<file path="src/rtl/multicycle_sequencer.sv">
// Multi-cycle FETCH/DECODE/EXEC/MEM/WB sequencer for an RV32I datapath sharing one
// single-port memory; gates decoder write enables by phase and flags illegal opcodes/timeouts.
module multicycle_sequencer #(
  parameter int MEM_TIMEOUT = 255,
  parameter int CNT_W       = 32
) (
  input  logic             clk,
  input  logic             rst,
  input  logic [6:0]       opcode,
  input  logic             dec_RegWrite,
  input  logic             dec_MemRW,
  input  logic             mem_ready,
  output logic             mem_req,
  output logic             mem_we,
  output logic             mem_addr_sel,
  output logic             ir_we,
  output logic             pc_we,
  output logic             rf_we,
  output logic [2:0]       state,
  output logic             fault,
  output logic [1:0]       fault_code,
  output logic [CNT_W-1:0] cycle_cnt,
  output logic [CNT_W-1:0] instret_cnt
);

  localparam int WAIT_W = (MEM_TIMEOUT < 1) ? 1 : $clog2(MEM_TIMEOUT + 1);
  localparam logic [WAIT_W-1:0] WAIT_MAX  = WAIT_W'(MEM_TIMEOUT);
  localparam logic [WAIT_W-1:0] WAIT_ONE  = WAIT_W'(1);
  localparam logic [WAIT_W-1:0] WAIT_ZERO = {WAIT_W{1'b0}};
  localparam logic [CNT_W-1:0]  CNT_ONE   = CNT_W'(1);
  localparam logic [CNT_W-1:0]  CNT_ZERO  = {CNT_W{1'b0}};

  localparam logic [6:0] OPC_LOAD   = 7'b0000011;
  localparam logic [6:0] OPC_STORE  = 7'b0100011;
  localparam logic [6:0] OPC_OPIMM  = 7'b0010011;
  localparam logic [6:0] OPC_OP     = 7'b0110011;
  localparam logic [6:0] OPC_BRANCH = 7'b1100011;
  localparam logic [6:0] OPC_JAL    = 7'b1101111;
  localparam logic [6:0] OPC_JALR   = 7'b1100111;

  typedef enum logic [2:0] {
    S_FETCH  = 3'd0,
    S_DECODE = 3'd1,
    S_EXEC   = 3'd2,
    S_MEM    = 3'd3,
    S_WB     = 3'd4,
    S_FAULT  = 3'd7
  } state_e;

  function automatic logic is_legal(input logic [6:0] op);
    logic ok;
    case (op)
      OPC_LOAD, OPC_STORE, OPC_OPIMM, OPC_OP,
      OPC_BRANCH, OPC_JAL, OPC_JALR: ok = 1'b1;
      default:                       ok = 1'b0;
    endcase
    return ok;
  endfunction

  state_e             state_q, state_d;
  logic [WAIT_W-1:0]  wait_q, wait_d;
  logic               fault_q, fault_d;
  logic [1:0]         code_q, code_d;
  logic [CNT_W-1:0]   cycle_q, cycle_d;
  logic [CNT_W-1:0]   instret_q, instret_d;

  logic               go_fault_s;
  logic [1:0]         fault_sel_s;
  logic               mem_req_s, mem_we_s, ir_we_s, pc_we_s, rf_we_s;

  // Next-state, raw strobes, fault capture and counter updates.
  always_comb begin
    state_d      = state_q;
    wait_d       = wait_q;
    fault_d      = fault_q;
    code_d       = code_q;
    go_fault_s   = 1'b0;
    fault_sel_s  = 2'b00;
    mem_req_s    = 1'b0;
    mem_we_s     = 1'b0;
    mem_addr_sel = 1'b0;
    ir_we_s      = 1'b0;
    pc_we_s      = 1'b0;
    rf_we_s      = 1'b0;

    case (state_q)
      S_FETCH: begin
        mem_req_s = 1'b1;
        if (mem_ready) begin
          ir_we_s = 1'b1;
          wait_d  = WAIT_ZERO;
          state_d = S_DECODE;
        end else if (wait_q == WAIT_MAX) begin
          go_fault_s  = 1'b1;
          fault_sel_s = 2'b10;
        end else begin
          wait_d = wait_q + WAIT_ONE;
        end
      end
      S_DECODE: begin
        wait_d = WAIT_ZERO;
        if (is_legal(opcode)) begin
          state_d = S_EXEC;
        end else begin
          go_fault_s  = 1'b1;
          fault_sel_s = 2'b01;
        end
      end
      S_EXEC: begin
        wait_d = WAIT_ZERO;
        if (opcode == OPC_BRANCH) begin
          pc_we_s = 1'b1;
          state_d = S_FETCH;
        end else if (opcode == OPC_LOAD || opcode == OPC_STORE) begin
          state_d = S_MEM;
        end else begin
          state_d = S_WB;
        end
      end
      S_MEM: begin
        mem_req_s    = 1'b1;
        mem_addr_sel = 1'b1;
        mem_we_s     = dec_MemRW;
        if (mem_ready) begin
          wait_d = WAIT_ZERO;
          if (opcode == OPC_STORE) begin
            pc_we_s = 1'b1;
            state_d = S_FETCH;
          end else begin
            state_d = S_WB;
          end
        end else if (wait_q == WAIT_MAX) begin
          go_fault_s  = 1'b1;
          fault_sel_s = 2'b10;
        end else begin
          wait_d = wait_q + WAIT_ONE;
        end
      end
      S_WB: begin
        wait_d  = WAIT_ZERO;
        rf_we_s = dec_RegWrite;
        pc_we_s = 1'b1;
        state_d = S_FETCH;
      end
      S_FAULT: begin
        state_d = S_FAULT;
      end
      default: begin
        go_fault_s  = 1'b1;
        fault_sel_s = 2'b01;
      end
    endcase

    // Only the first fault is recorded; FAULT is terminal until reset anyway.
    if (go_fault_s) begin
      state_d = S_FAULT;
      if (!fault_q) begin
        fault_d = 1'b1;
        code_d  = fault_sel_s;
      end else begin
        code_d  = code_q;
      end
    end else begin
      fault_d = fault_q;
    end

    if (state_q != S_FAULT) begin
      cycle_d = cycle_q + CNT_ONE;
    end else begin
      cycle_d = cycle_q;
    end

    if (pc_we_s) begin
      instret_d = instret_q + CNT_ONE;
    end else begin
      instret_d = instret_q;
    end
  end

  // State, fault and counter registers with synchronous reset.
  always_ff @(posedge clk) begin
    if (rst) begin
      state_q   <= S_FETCH;
      wait_q    <= WAIT_ZERO;
      fault_q   <= 1'b0;
      code_q    <= 2'b00;
      cycle_q   <= CNT_ZERO;
      instret_q <= CNT_ZERO;
    end else begin
      state_q   <= state_d;
      wait_q    <= wait_d;
      fault_q   <= fault_d;
      code_q    <= code_d;
      cycle_q   <= cycle_d;
      instret_q <= instret_d;
    end
  end

  // Reset aborts the in-flight instruction, so every strobe is suppressed while it is high.
  assign mem_req     = mem_req_s & ~rst;
  assign mem_we      = mem_we_s  & ~rst;
  assign ir_we       = ir_we_s   & ~rst;
  assign pc_we       = pc_we_s   & ~rst;
  assign rf_we       = rf_we_s   & ~rst;
  assign state       = state_q;
  assign fault       = fault_q;
  assign fault_code  = code_q;
  assign cycle_cnt   = cycle_q;
  assign instret_cnt = instret_q;

endmodule

</file>
<file path="config.mk">
export PLATFORM = sky130hd
export DESIGN_NAME = multicycle_sequencer
export DESIGN_NICKNAME = d
export VERILOG_FILES = /design/src/rtl/multicycle_sequencer.sv
export SDC_FILE = /design/constraint.sdc
export NUM_CORES = 1
export LEC_CHECK = 0
export BUFFER_PORTS_ARGS = -buffer_cell sky130_fd_sc_hd__buf_2
export CAP_MARGIN = 15
export CORE_MARGIN = 1
export CORE_UTILIZATION = 30
export DETAILED_ROUTE_END_ITERATION = 8
export GPL_TIMING_DRIVEN = 0
export PLACE_DENSITY = 0.47
export SKIP_CTS_REPAIR_TIMING = 1
export SYNTH_ARGS = -nofsm -noshare
export SYNTH_HDL_FRONTEND = slang
export SYNTH_SLANG_ARGS = --single-unit
</file>
<file path="constraint.sdc">
create_clock -name clk -period 2.2 [get_ports clk]
set_input_delay 0.44 -clock clk [delete_from_list [all_inputs] [get_ports clk]]
set_output_delay 0.44 -clock clk [all_outputs]
set_load 0.02 [all_outputs]
</file>
==> results.toml <==
[global_routing]
global_route.overflow_total = 0
grt_max_degree = 12
grt_antenna_before_repair = 0
wire_length_of_the_first_global_routing_pass_um = 16100
grtUsageTotal_pct = 15.6
via_count_of_the_first_global_routing_pass = 3283

[sta]
final_period_minus_worst_setup_slack_ns = 2.24
grt_setup_unrepaired = "true"
final-hold-violation-count = 0
timing_max_transition_violations_final = 0
worst_slew_pin_slew_ns = 0.658
final_cycle_utilization_of_the_critical_path_pct = 102
worst_clock_skew_ns = 0.00739
max_freq_mhz = 445
totalNegativeSetupSlack_ns = -0.0447
setup-violations-final = 1
finalWorstSetupSlack_ns = -0.0447
max-slew-margin-rel_pct = 56.1

[die]
rows = 40
placeableCoreArea_um2 = 12200
fp.dieH_um = 114
num_io_pins = 88
die_area_um2 = 13100
floorplan.initialDensity_pct = 31.2
die_width_um = 114

[yosys]
synth-seq-cells = 78
post_synth_edffs = 0
yosys-mux-area-fraction_pct = 0.825
synthesized_area_fraction_occupied_by_ao_oa_aoi_and_oai_cells_pct = 14.5
synth_fp_nets = 461
proportion_of_synthesized_chip_area_in_sequential_cells_pct = 41.2
largest_family_of_logic_cells_by_synthesized_area = "simple AND/OR/NAND/NOR gates"
syn_avg_cell_area_um2 = 8.50
synthXorXnorAreaFrac_pct = 10.9
synthSimpleGateAreaFrac_pct = 28.5
postSynth.asyncResetShare_pct = 0
netlist_instances = 446
post_synth_adder_cell_area_pct = 1.25
netlist-cell-type-count = 53
number_of_warnings_issued_by_yosys = 0
synth_flop_cell = "dfxtp_1"
netlist_area_um2 = 3790

[drt]
routed_via_density = 4.88
drt_wl_total_um = 9930
detail_route.drc_violations = 0
dr_total_vias = 3517
drt_iter0_drc = 201
detail-route-antenna-nets = 0
drt-pass1-iter-count = 4
drt-wirelength-per-cell_um = 13.8

[power]
power.sequential.fraction_pct = 40.8
netSwitchingFraction_pct = 30.2
totalPowerFinal_mw = 3.93
switch_pwr_mw = 1.19
clock_power_share_pct = 36.3
cell_internal_pwr_mw = 2.74
power.density_nw_per_um2 = 809
vdd_drop_max_v = 0.000282
comb_power_share_pct = 22.9
leakage_component_of_the_power_nw = 1.94

[clock_tree]
tritoncts = "built"
worst_skew_pair.late_latency_ns = 0.33
worst_setup_hold_path_clk_slew_ns = 0.06
cts_max_level = 3
clock_sink_count = 78
clk_path_buf_depth = 2
ctsRootBufferMaster = "clkbuf_16"
numCtsBuffers = 9

[final_layout]
antenna_cells_inserted = 0
layout.cells.non_filler = 721
mostFrequentLayoutCell = "buf_2"
highest_count_cells_in_the_layout_ignoring_fill_and_taps = "buf_2 (87), dfxtp_1 (75), nor2_1 (61), a21oi_1 (30), xor2_1 (27)"
areaGrowthSynthToFinish_pct = 28.2
layout-drive-gt1-share_pct = 25.0
design.final.nets = 566

[outcome]
failing_checks = "negative setup slack"
outcome = "complete, but fails checks"

[worst_setup_path]
critical_path_peak_fanout = 8
cp_data_arrival_time_ns = 1.80
critPathBufInv = 2
critical_path.reg2reg.startpoint = "state[0]"
path_cells = "nand2b_4 -> a2111oi_4 -> buf_6 -> nor2_4 -> nor2_4 -> buf_6"
setup.worst_path.start_class = "register"
crit_required_ns = 1.76
critPathCaptureType = "output port"
critical_path_source = "state[0]"
worstSetupPathType = "register to output port"
cp_slowest_stage_delay_ns = 0.49
timing.critical_path.max_delay_family = "compound AO/OA/AOI/OAI gates"
cpMaxStageDelayCell = "a2111oi_4"

[placement]
gp_routability_congestion = 0.776
portBuffers = 87
placedCellCount = 701
detailedPlacementHpwl_um = 7200

[hold_path]
timing.hold.worst.start = "fault_code[1]"
min_path_type = "register to register"

[job]
max_cap_violations = 0
-- worst min-delay path, delay by kind of cell, from the launching register on --
family | cells | cell delay (ns)
compound gates | 2 | 0.11
flops | 1 | 0.31
-- power by group through the flow --
stage          Combinational (mW)  Sequential (mW)  Clock (mW)
2_1_floorplan               0.538             1.66           0
3_3_place_gp                0.838             1.60           0
3_5_place_dp                0.843             1.60           0
4_1_cts                     0.848             1.57        1.48
5_1_grt                     0.999             1.62        1.54
6_report                    0.901             1.60        1.43
-- stage by stage --
stage                     cell area (µm²)  hold slack (ns)  utilization (%)  worst slack (ns)
final                                4860            0.464             40.0           -0.0447
after detailed placement             4460            0.465             36.7            -0.478
after floorplan                      3820            0.477                -            0.0104
after global routing                 4860            0.489             40.0            -0.107
after CTS                            4740            0.473             39.0            -0.645
after global placement               4460            0.466             36.7            -0.494
-- sequential cells by signal, summed over array words and instances (netlist names) --
name and cells:
wait_q 8, fault 1, fault_code 2, instret_cnt 32, state 3, cycle_cnt 32
-- synth_stat cells (2+ instances only) --
library cell   n  share of area [%]
dfxtp_1       78                 41
nor2_1        64                6.3
a21oi_1       30                4.0
xor2_1        27                6.2
nand2_1       23                2.3
o21ai_0       22                2.9
nand3_1       21                2.8
or3_1         21                3.5
xnor2_1       20                4.6
nand4_1       16                2.6
clkbuf_1      15                1.5
nor3_1        12                1.6
inv_1         11                1.1
and3_1         7                1.2
o211ai_1       7                1.4
nor4_1         6               0.99
and4_1         5                1.2
and2_1         4               0.66
nand2b_1       4               0.66
o2111ai_1      4               0.92
o21ai_1        4               0.53
buf_2          3               0.40
ha_1           3               0.99
nor2b_1        3               0.49
a31oi_1        2               0.33
and3b_1        2               0.46
mux2i_1        2               0.53
nor3_2         2               0.53
o2111ai_2      2               0.79
or2_2          2               0.33
or3b_2         2               0.46
-- final timing paths --
path,to,slack (ns),depth (start not counted)
hold reg to reg,fault_code[1],0.46,2
setup / recovery,pc_we,-0.04,6
hold / removal,fault_code[1],0.46,2
setup reg to reg,instret_cnt[25],0.11,6
-- cells by family (layout without fill, tap and decap cells) --
logic type,Yosys count,count (layout)
compound gates,83,83
simple gates,202,202
fa+ha+maj,4,4
xor+xnor,47,47
flops,78,78
mux,3,3
buf+inv,29,136
-- layer usage --
layer	vias to the layer above	global-route usage, %	part of all wire [%]
met3	11	3.81	4.1
met5	-	0	0
li1	1803	-	-
met4	0	5.19	1.3
met1	1644	19.6	48
met2	59	26.0	46
-- final cells by class --
| cell class | count | area, µm² |
|---|---|---|
| Inverter | 11 | 41.3 |
| Timing Repair Buffer | 96 | 509 |
| Tap cell | 168 | 210 |
| Fill cell | 1291 | 7300 |
| Multi-Input combinational cell | 339 | 2180 |
| Sequential cell | 78 | 1570 |
| Clock inverter | 2 | 35.0 |
| Buffer | 16 | 78.8 |
| Clock buffer | 11 | 243 |
(Power assumes the default switching activity.)
